[src/rtl/ram_access_frontend_if.sv]
// Command/response bus between a requester (master) and ram_access_frontend (slave).
// Carries byte-addressed read/write commands and the registered read response.
interface ram_access_frontend_if #(
  parameter int DATA_WIDTH      = 64,
  parameter int BYTE_ADDR_WIDTH = 16
);
  logic                       cmd_valid;
  logic                       cmd_ready;
  logic                       cmd_write;
  logic [BYTE_ADDR_WIDTH-1:0] cmd_addr;
  logic [DATA_WIDTH-1:0]      cmd_wdata;
  logic [DATA_WIDTH/8-1:0]    cmd_wstrb;
  logic                       rsp_valid;
  logic                       rsp_ready;
  logic [DATA_WIDTH-1:0]      rsp_rdata;
  logic                       rsp_err;
  logic                       rsp_write;

  modport master (
    output cmd_valid, cmd_write, cmd_addr, cmd_wdata, cmd_wstrb, rsp_ready,
    input  cmd_ready, rsp_valid, rsp_rdata, rsp_err, rsp_write
  );

  modport slave (
    input  cmd_valid, cmd_write, cmd_addr, cmd_wdata, cmd_wstrb, rsp_ready,
    output cmd_ready, rsp_valid, rsp_rdata, rsp_err, rsp_write
  );
endinterface

[src/rtl/ram_access_frontend.sv]
// Serialises byte-addressed read/write commands onto a single-port RAM and returns read responses.
// Define RAM_FRONTEND_WRITE_ACK_EN to make writes produce a response as well.
module ram_access_frontend #(
  parameter int DATA_WIDTH      = 64,
  parameter int MEM_DEPTH       = 256,
  parameter int ADDR_WIDTH      = $clog2(MEM_DEPTH),
  parameter int BYTE_ADDR_WIDTH = 16
) (
  input  logic                    clk,
  input  logic                    rst_n,
  ram_access_frontend_if.slave    bus,
  output logic [ADDR_WIDTH-1:0]   ram_addr,
  output logic                    ram_read_enable,
  input  logic [DATA_WIDTH-1:0]   ram_read_data,
  output logic [DATA_WIDTH-1:0]   ram_write_data,
  output logic [DATA_WIDTH/8-1:0] ram_write_enable
);
  localparam int OFFSET_BITS = $clog2(DATA_WIDTH / 8);
  localparam logic [BYTE_ADDR_WIDTH-1:0] DEPTH_LIMIT = BYTE_ADDR_WIDTH'(MEM_DEPTH);

  logic [BYTE_ADDR_WIDTH-1:0] word_idx;
  logic                       in_range;
  logic                       slot_free;
  logic                       ready_raw;
  logic                       accept;
  logic                       rsp_fire;
  logic                       rsp_valid_q;
  logic                       rsp_err_q;
  logic                       data_sel_q;
`ifdef RAM_FRONTEND_WRITE_ACK_EN
  logic                       rsp_write_q;
`endif

  assign word_idx  = bus.cmd_addr >> OFFSET_BITS;
  assign in_range  = word_idx < DEPTH_LIMIT;
  assign slot_free = !rsp_valid_q || bus.rsp_ready;

  // Writes leave the held RAM read data alone, so only the ACK build makes them wait on the response slot.
`ifdef RAM_FRONTEND_WRITE_ACK_EN
  assign ready_raw = slot_free;
  assign rsp_fire  = accept;
`else
  assign ready_raw = bus.cmd_write || slot_free;
  assign rsp_fire  = accept && !bus.cmd_write;
`endif

  assign bus.cmd_ready = rst_n && ready_raw;
  assign accept        = bus.cmd_valid && bus.cmd_ready;

  always_comb begin
    ram_addr         = word_idx[ADDR_WIDTH-1:0];
    ram_write_data   = bus.cmd_wdata;
    ram_read_enable  = 1'b0;
    ram_write_enable = '0;
    if (accept && in_range) begin
      if (bus.cmd_write) begin
        ram_write_enable = bus.cmd_wstrb;
      end else begin
        ram_read_enable = 1'b1;
      end
    end
  end

  // data_sel_q picks the RAM output only for in-range reads; errors and write acks return zero.
  always_ff @(posedge clk) begin
    if (!rst_n) begin
      rsp_valid_q <= 1'b0;
      rsp_err_q   <= 1'b0;
      data_sel_q  <= 1'b0;
`ifdef RAM_FRONTEND_WRITE_ACK_EN
      rsp_write_q <= 1'b0;
`endif
    end else if (rsp_fire) begin
      rsp_valid_q <= 1'b1;
      rsp_err_q   <= !in_range;
      data_sel_q  <= in_range && !bus.cmd_write;
`ifdef RAM_FRONTEND_WRITE_ACK_EN
      rsp_write_q <= bus.cmd_write;
`endif
    end else if (bus.rsp_ready) begin
      rsp_valid_q <= 1'b0;
      rsp_err_q   <= 1'b0;
      data_sel_q  <= 1'b0;
`ifdef RAM_FRONTEND_WRITE_ACK_EN
      rsp_write_q <= 1'b0;
`endif
    end
  end

  assign bus.rsp_valid = rsp_valid_q;
  assign bus.rsp_err   = rsp_err_q;
  assign bus.rsp_rdata = data_sel_q ? ram_read_data : '0;
`ifdef RAM_FRONTEND_WRITE_ACK_EN
  assign bus.rsp_write = rsp_write_q;
`else
  assign bus.rsp_write = 1'b0;
`endif

endmodule

[src/flat_wrapper.sv]
// flat-port wrapper written by rule: the top's interface ports become plain ports
module ram_access_frontend_flat 
#(
  parameter int DATA_WIDTH      = 64,
  parameter int MEM_DEPTH       = 256,
  parameter int ADDR_WIDTH      = $clog2(MEM_DEPTH),
  parameter int BYTE_ADDR_WIDTH = 16
)
  (clk, rst_n, ram_addr, ram_read_enable, ram_read_data, ram_write_data, ram_write_enable, bus_cmd_valid, bus_cmd_write, bus_cmd_addr, bus_cmd_wdata, bus_cmd_wstrb, bus_rsp_ready, bus_cmd_ready, bus_rsp_valid, bus_rsp_rdata, bus_rsp_err, bus_rsp_write);
  ram_access_frontend_if #(.DATA_WIDTH(DATA_WIDTH), .BYTE_ADDR_WIDTH(BYTE_ADDR_WIDTH)) bus_i ();
  input  logic clk;
  input  logic rst_n;
  output logic [ADDR_WIDTH-1:0] ram_addr;
  output logic ram_read_enable;
  input  logic [DATA_WIDTH-1:0] ram_read_data;
  output logic [DATA_WIDTH-1:0] ram_write_data;
  output logic [DATA_WIDTH/8-1:0] ram_write_enable;
  input wire logic [$bits(bus_i.cmd_valid)-1:0] bus_cmd_valid;
  input wire logic [$bits(bus_i.cmd_write)-1:0] bus_cmd_write;
  input wire logic [$bits(bus_i.cmd_addr)-1:0] bus_cmd_addr;
  input wire logic [$bits(bus_i.cmd_wdata)-1:0] bus_cmd_wdata;
  input wire logic [$bits(bus_i.cmd_wstrb)-1:0] bus_cmd_wstrb;
  input wire logic [$bits(bus_i.rsp_ready)-1:0] bus_rsp_ready;
  output wire logic [$bits(bus_i.cmd_ready)-1:0] bus_cmd_ready;
  output wire logic [$bits(bus_i.rsp_valid)-1:0] bus_rsp_valid;
  output wire logic [$bits(bus_i.rsp_rdata)-1:0] bus_rsp_rdata;
  output wire logic [$bits(bus_i.rsp_err)-1:0] bus_rsp_err;
  output wire logic [$bits(bus_i.rsp_write)-1:0] bus_rsp_write;
  assign bus_i.cmd_valid = bus_cmd_valid;
  assign bus_i.cmd_write = bus_cmd_write;
  assign bus_i.cmd_addr = bus_cmd_addr;
  assign bus_i.cmd_wdata = bus_cmd_wdata;
  assign bus_i.cmd_wstrb = bus_cmd_wstrb;
  assign bus_i.rsp_ready = bus_rsp_ready;
  assign bus_cmd_ready = bus_i.cmd_ready;
  assign bus_rsp_valid = bus_i.rsp_valid;
  assign bus_rsp_rdata = bus_i.rsp_rdata;
  assign bus_rsp_err = bus_i.rsp_err;
  assign bus_rsp_write = bus_i.rsp_write;
  ram_access_frontend #(.DATA_WIDTH(DATA_WIDTH), .MEM_DEPTH(MEM_DEPTH), .ADDR_WIDTH(ADDR_WIDTH), .BYTE_ADDR_WIDTH(BYTE_ADDR_WIDTH)) u_core (.clk(clk), .rst_n(rst_n), .bus(bus_i), .ram_addr(ram_addr), .ram_read_enable(ram_read_enable), .ram_read_data(ram_read_data), .ram_write_data(ram_write_data), .ram_write_enable(ram_write_enable));
endmodule
[config.mk]
export PLATFORM = sky130hd
export DESIGN_NAME = ram_access_frontend_flat
export DESIGN_NICKNAME = d
export VERILOG_FILES = /design/src/rtl/ram_access_frontend_if.sv /design/src/rtl/ram_access_frontend.sv /design/src/flat_wrapper.sv
export SDC_FILE = /design/constraint.sdc
export NUM_CORES = 1
export LEC_CHECK = 0
export CORE_AREA = 2 2 118 120
export DETAILED_ROUTE_END_ITERATION = 8
export DIE_AREA = 0 0 120 122
export PLACE_DENSITY_LB_ADDON = 0.15
export REMOVE_ABC_BUFFERS = 1
export SLEW_MARGIN = 20
export SYNTH_ARGS = -nofsm -noshare
export SYNTH_HDL_FRONTEND = slang
export SYNTH_SLANG_ARGS = --single-unit
[constraint.sdc]
create_clock -name clk -period 2.45 [get_ports clk]
set_clock_uncertainty 0.05 [all_clocks]
set_input_delay 0.49 -clock clk [delete_from_list [all_inputs] [get_ports clk]]
set_output_delay 0.49 -clock clk [all_outputs]
set_load 0.005 [all_outputs]
# Word level (Yosys, flattened, before mapping)
# Cells that the tools add are included.
# op_classes
add_sub_neg,0
multipliers,0
n_div,0
order_cmp,1
n_eq_ne,0
n_shift,0
n_mux,9
n_bitwise,0
n_reduce_logical,11
# ops
cell,n
$mux W64,1
$mux W8,2
$lt A13 B9 Y1 const B,1
$mux W1,6
$logic_and A1 B1 Y1,5
$logic_not A1 Y1,3
$logic_or A1 B1 Y1,2
$reduce_bool A2 Y1,1
# totals
ff_bits,3
latch_bits,0
ram_bits,0
rom_bits,0
inputBits,157
output_inout_bits,149
elab_cells,24
mem_count,0

# Longest topological paths before layout
# Gate-level depths: netlist of run 1.
# logic_depth
word_depth,7
ltp_mapped,3

# Least setup slack after synthesis of run 1
# OpenSTA, ideal clock, no wires.
# synth_path
path_type,input -> output
startpoint,input port bus_cmd_addr[14]
endpoint,output port ram_write_enable[0]
arrival_ns,1.445
required_time_ns,1.910
setup_slack_ns,0.465
stages,3
path_buffers,0
path_cell_list,or4_4 nor3_4 and2_1
# synth_between
elab_chain_len,3
# synth_lines
item,line,text
from (decl),flat_wrapper.sv:20,input wire logic [$bits(bus_i.cmd_addr)-1:0] bus_cmd_addr;
$lt A13 B9 Y1,ram_access_frontend.sv:35,assign in_range = word_idx < DEPTH_LIMIT;
$logic_and A1 B1 Y1,ram_access_frontend.sv:55,if (accept && in_range) begin
$mux W8,ram_access_frontend.sv:55,
to (decl),flat_wrapper.sv:17,output logic [DATA_WIDTH/8-1:0] ram_write_enable;
# No other way between the ends.

# Final worst setup path of run 1
# layout_path
startpoint,input port bus_cmd_addr[11]
endpoint,output port ram_write_enable[0]
# Same word-level chain as after synthesis.

==> results of run 1 <==
==> state kept, by name, indices dropped and copies added (netlist names) <==
name and flops:
u_core.bus.rsp_valid 1, u_core.data_sel_q 1, u_core.bus.rsp_err 1
==> worst max path at each step <==
stage                                start                  end  slack (ps)  depth (start not counted)
after CTS                 bus_cmd_addr[11]  ram_write_enable[5]          20                          7
final                     bus_cmd_addr[11]  ram_write_enable[0]          70                          7
after floorplan           bus_cmd_addr[14]  ram_write_enable[0]         470                          3
after global routing      bus_cmd_addr[13]  ram_write_enable[5]           9                          7
after detailed placement  bus_cmd_addr[14]  ram_write_enable[5]        -540                          5
after global placement    bus_cmd_addr[14]  ram_write_enable[0]        -520                          5
==> critical path: stages <==
cell and delay [ps]:
dlygate4sd2_1 230, or4_4 440, nor3_4 230, buf_6 140
buf_6 90, and2_4 130, buf_6 80
==> power by group <==
part	switching [uW]	internal, uW
logic	30.8	130
clock network	46.3	215
registers	1.49	51.2
total	78.6	396
==> repair_timing <==
action,CTS,global route
endpoints found under the setup margin,9,8
buffers inserted,7,0
resized for setup,45,13
hold endpoints to repair,0,0
pin swaps,10,2
==> cells in the final DEF (no fill, tap or decap) <==
master,count
dfxtp_1,3
buf_6,8
nor2_1,1
nand3b_1,1
a31o_2,1
and2_1,66
or4_4,1
nor4_4,1
clkbuf_16,3
a21boi_0,1
clkbuf_1,1
buf_12,1
clkbuf_2,3
clkdlybuf4s15_1,1
o21ba_2,1
nand2b_1,2
nand3_1,1
nor2b_1,1
a32o_1,1
buf_2,2
dlygate4sd2_1,1
clkdlybuf4s50_1,144
buf_4,10
and2_4,6
o21a_1,1
nor3_4,1
or2_0,1
conb_1,1
==> metal layers <==
layer  GRT usage (%)  vias up  wire (um)
li1                -      636          -
met1           8.053      598       2361
met2           32.74      274       7005
met3           23.60       11       3792
met4           5.368        2        444
met5           3.125        -         60
==> logic make-up after synthesis <==
logic type	count (synthesis)	synth area share, %
AO/OA/AOI/OAI	5	3.583
buffers and inverters	80	46.98
AND/OR/NAND/NOR	82	44.22
flip-flops	3	4.913
other	1	0.3068
==> area by class of cell <==
cell class,count,share of cell area [%]
multi-input combinational,88,22.87
timing repair buffer,170,63.33
sequential,3,2.277
tap,180,8.539
clock buffer,4,2.989
==> metrics by stage <==
stage	cell area (um^2)	cells	worst slack, ps
5_1_grt	2638	445	8.526
2_1_floorplan	648.1	91	465.0
6_report	2638	445	66.78
3_5_place_dp	2510	435	-540.8
4_1_cts	2626	446	24.64
3_3_place_gp	2510	435	-521.9
==> run_results.csv, run 1 <==
group,metric,value,unit
clock_tree,clkTransAtPathRegs,30,ps
setup_path,reg2reg_from,"u_core.bus.rsp_valid$_SDFFE_PN0P_",
sta,fin_crit_sh,97.27,%
min_path,min_path_cells,1,
floorplan,start_util,9.052,%
logic_synthesis,synthFlopType,"dfxtp_1",
global_route,grt_pass1_wl,16150,um
logic_synthesis,ys_types,19,
clock_tree,cts_tree,"done",
sta,final_max_slew_viol_count,0,
pwr,power_leakage,0.0009973,uW
drt,drcViolationCount,0,
logic_synthesis,async_reset_ff_share,0,%
logic_synthesis,synth_warnings,0,
floorplan,rows,43,
drt,viasPerCell,3.418,
drt,vias,1521,
setup_path,worstSetupPathType,"in -> out",
sta,fin_tns_setup,0,ps
finish,fin_nets,423,
job,drv_cap,0,
floorplan,die_area,0.01464,mm^2
sta,setup_viol,0,
logic_synthesis,syn_area,0.001222,mm^2
finish,fillers,1501,
finish,areaGrowthSynthToFinish,115.8,%
setup_path,r2r-end,"u_core.data_sel_q$_SDFFE_PN0P_",
setup_path,timing.reg2reg.setup_slack,1210,ps
setup_path,crit_path_end_kind,"output pin",
finish,area.sequential,60.06,um^2
sta,min_period,2383,ps
finish,multi_input_area,603.1,um^2
logic_synthesis,yosysMostFrequentCell,"buf_4",
global_route,grt_pass1_vias,1401,
placed_design,routabilityCongestion,0.7264,
setup_path,crit_arrival,1840,ps
sta,grt_setup_unrepaired,"no",
sta,final-hold-violation-count,0,
setup_path,rr_worst_depth,4,
clock_tree,worstSkewPairLatency,220,ps
pwr,power,475.0,uW
min_path,min_to,"u_core.bus.rsp_err$_SDFFE_PN0P_",
drt,postRouteAntennaNets,0,
logic_synthesis,synth_area_leaders,"buf_4 (45%), and2_1 (37%), dfxtp_1 (4.9%)",
floorplan,core_area,0.01350,mm^2
placed_design,dp_hpwl,12330,um
setup_path,path_max_fanout,4,
setup_path,crit_required,1910,ps
clock_tree,numCtsBuffers,3,
logic_synthesis,syn_inst,171,
global_route,grt_use_total,17.66,%
clock_tree,root_buffer,"clkbuf_16",
logic_synthesis,ys_ff_latch,3,
global_route,grt_overflow_total,0,
min_path,holdCritPathClass,"reg -> reg",
finish,layout-drive-gt1-share,14.34,%
logic_synthesis,yosysTopAreaCell,"buf_4",
drt,wl,13660,um
logic_synthesis,yosysSeqAreaShare,4.913,%
drt,drt_iter0_markers,31,
clock_tree,cts_max_level,1,
finish,diodes,0,
clock_tree,clkSinkCount,3,
global_route,grt_max_degree,65,
min_path,hp-start,"u_core.bus.rsp_err$_SDFFE_PN0P_",
logic_synthesis,netlist_top_cells_count,"buf_4 (73), and2_1 (72), clkbuf_1 (7)",
floorplan,fp.dieW,120,um
pwr,cellPowerDensity,180.1,mW/mm^2
pwr,peakVddDrop,227.1,uV
finish,fin_util,19.53,%
logic_synthesis,synth_top_area_share,44.83,%
placed_design,port_buffers,157,
floorplan,io_pins,306,
logic_synthesis,avgSynthCellArea,7.149,um^2
global_route,antenna_found_initial,0,
run_status,status,"finished, final reports clean",
sta,holdWs,462.3,ps
clock_tree,cts_hold_buf,0,
drt,dr.pass1.iters,2,
floorplan,die_h,122,um
setup_path,start_kind,"input pin",
logic_synthesis,synth-edff-count,0,
clock_tree,clock_path_buffers,2,
drt,detail_route.wl_per_cell,30.71,um
sta,fmax,0.4196,GHz
Power figures use the tool's default switching activity.
==> run 2, diff against run 1 <==
--- a/config.mk
+++ b/config.mk
@@ -5,9 +5,11 @@
 export SDC_FILE = /design/constraint.sdc
 export NUM_CORES = 1
 export LEC_CHECK = 0
-export CORE_AREA = 2 2 118 120
+export ABC_AREA = 1
+export CORE_AREA = 2 2 119 121
 export DETAILED_ROUTE_END_ITERATION = 8
-export DIE_AREA = 0 0 120 122
+export DIE_AREA = 0 0 121 123
+export MAX_ROUTING_LAYER = met4
 export PLACE_DENSITY_LB_ADDON = 0.15
 export REMOVE_ABC_BUFFERS = 1
 export SLEW_MARGIN = 20
==> run 2 against run 1 <==
  * Clock power decreased by 2%
  * Via count increased by 12%
  * Worst hold slack better by 25 ps
  * Wire length decreased by 0.31%
  * Synthesized cell count is 48% higher
  * Global-route usage decreased by 0.18 points
  * Fmax grew 3.1%
==> run_results.csv, run 2 <==
group,metric,value,unit
floorplan,core_area,0.01361,mm^2
clock_tree,cts_tree,"done",
floorplan,die_area,0.01488,mm^2
logic_synthesis,synth_area_leaders,"buf_4 (42%), inv_1 (22%), nand2_1 (21%)",
drt,highest_layer,"met4",
sta,fin_crit_sh,94.36,%
logic_synthesis,synth_top_area_share,41.75,%
clock_tree,clock_path_buffers,2,
placed_design,dp_hpwl,12430,um
placed_design,dp_cells,519,
logic_synthesis,async_reset_ff_share,0,%
drt,postRouteAntennaNets,0,
sta,fin_tns_setup,0,ps
setup_path,crit_required,1910,ps
clock_tree,clkSinkCount,3,
drt,vias,1702,
pwr,power_leakage,0.001540,uW
clock_tree,numCtsBuffers,3,
logic_synthesis,avgSynthCellArea,5.188,um^2
setup_path,crit_path_end_kind,"output pin",
sta,final-hold-violation-count,0,
global_route,grt_pass1_wl,15760,um
global_route,grt_overflow_total,0,
logic_synthesis,syn_area,0.001313,mm^2
sta,fmax,0.4325,GHz
finish,fin_cells,525,
finish,layout_common_cells,"clkdlybuf4s50_1 (147), inv_1 (78), nand2_1 (72)",
sta,setup_viol,0,
setup_path,rr_worst_depth,6,
setup_path,start_kind,"input pin",
finish,final_common_cell,"clkdlybuf4s50_1",
setup_path,reg2reg_from,"u_core.bus.rsp_valid$_SDFFE_PN0P_",
clock_tree,root_buffer,"clkbuf_16",
global_route,grt_max_degree,65,
clock_tree,clkTransAtPathRegs,30,ps
clock_tree,worstSkewPairLatency,220,ps
logic_synthesis,synthFlopType,"dfxtp_1",
floorplan,io_pins,306,
sta,final_max_slew_viol_count,0,
logic_synthesis,yosysTopAreaCell,"buf_4",
drt,dr.pass1.iters,6,
sta,min_period,2312,ps
placed_design,port_buffers,157,
min_path,hp-start,"u_core.bus.rsp_err$_SDFFE_PN0P_",
global_route,antenna_found_initial,0,
finish,design_area,0.002674,mm^2
drt,viasPerCell,3.242,
global_route,grt_pass1_vias,1420,
drt,drcViolationCount,0,
setup_path,crit_arrival,1770,ps
setup_path,worstSetupPathType,"in -> out",
drt,drt_iter0_markers,53,
drt,wl,13620,um
floorplan,start_util,9.642,%
logic_synthesis,ys_ff_latch,3,
logic_synthesis,synth-edff-count,0,
run_status,status,"finished, final reports clean",
clock_tree,cts_max_level,1,
sta,grt_setup_unrepaired,"no",
finish,areaGrowthSynthToFinish,103.7,%
finish,layout-drive-gt1-share,6.667,%
setup_path,cp-startpoint,"bus_rsp_ready",
drt,wl_met2,6347,um
finish,fillers,1547,
finish,fin_nets,503,
drt,detail_route.wl_per_cell,25.95,um
logic_synthesis,syn_inst,253,
floorplan,fp.dieW,121,um
min_path,min_path_cells,4,
floorplan,die_h,123,um
logic_synthesis,netlist_top_cells_count,"inv_1 (78), buf_4 (73), nand2_1 (72)",
placed_design,routabilityCongestion,0.7901,
pwr,peakVddDrop,121.7,uV
pwr,cellPowerDensity,175.6,mW/mm^2
global_route,grt_use_total,17.48,%
finish,diodes,0,
logic_synthesis,ys_types,13,
floorplan,rows,43,
logic_synthesis,synth_warnings,0,
finish,fin_util,19.64,%
placed_design,post_dp_cell_area,0.002608,mm^2
drt,wl_met1,2629,um
setup_path,path_max_fanout,6,
logic_synthesis,yosysMostFrequentCell,"inv_1",
min_path,holdCritPathClass,"reg -> reg",
drt,met3_length,4240,um
logic_synthesis,yosysSeqAreaShare,4.576,%
job,drv_cap,0,
run 2: metal layers:
metal,vias to the layer above,global-route usage (%)
met4,0,4.288
met1,634,9.235
li1,790,-
met3,14,25.00
met2,264,28.55
met5,-,-
run 2: power by group:
part	internal (uW)	leakage, uW	switching, uW	total (uW)
combinational	128	0.00148	32.7	161
sequential	50.5	0.0000249	0.992	51.5
clock	215	0.0000382	42.8	257
run 2: worst paths after layout:
check | to | slack (ps)
min reg2reg | u_core.bus.rsp_err$_SDFFE_PN0P_ | 490
min | u_core.bus.rsp_err$_SDFFE_PN0P_ | 490
max | ram_write_enable[2] | 140
max reg2reg | u_core.data_sel_q$_SDFFE_PN0P_ | 1440
run 2: logic make-up (layout without fill, tap and decap cells):
kind of cell	count (synthesis)	count (layout)	share of synthesized area [%]
AND/OR/NAND/NOR	88	88	27.36
other	1	1	0.2857
flip-flops	3	3	4.576
AO/OA/AOI/OAI	2	2	0.7627
buffers and inverters	159	251	67.02
run 2: worst max-delay path, cell delays in order:
cell and delay (ps):
clkdlybuf4s50_1 500, inv_1 70, nand3_1 80, nand2_1 60, inv_2 70, nand4_4 110, buf_4 170, nor2_1 90
clkbuf_2 120
run 2: final cells by class:
class,count,area [um^2],area share [%]
sequential,3,61.31,2.293
timing repair buffer,168,1639,61.30
tap,180,225.2,8.423
inverter,79,296.5,11.09
multi-input combinational,91,372.9,13.94
clock buffer,4,78.83,2.948
run 2: timing repair:
action,in CTS,in global routing
hold buffers,0,0
buffers inserted,3,0
gates resized for setup,13,9
hold endpoints to repair,0,0
pin swaps,5,0
setup endpoints to repair,9,6
run 2: stage by stage:
step,setup WS (ps),hold slack (ps),total power (uW)
CTS,29.32,497.1,475.6
detailed placement,-142.8,489.7,212.7
global placement,-107.4,475.1,212.4
finish,138.1,487.2,469.6
floorplan,448.4,440.4,64.59
global route,10.73,542.3,489.5
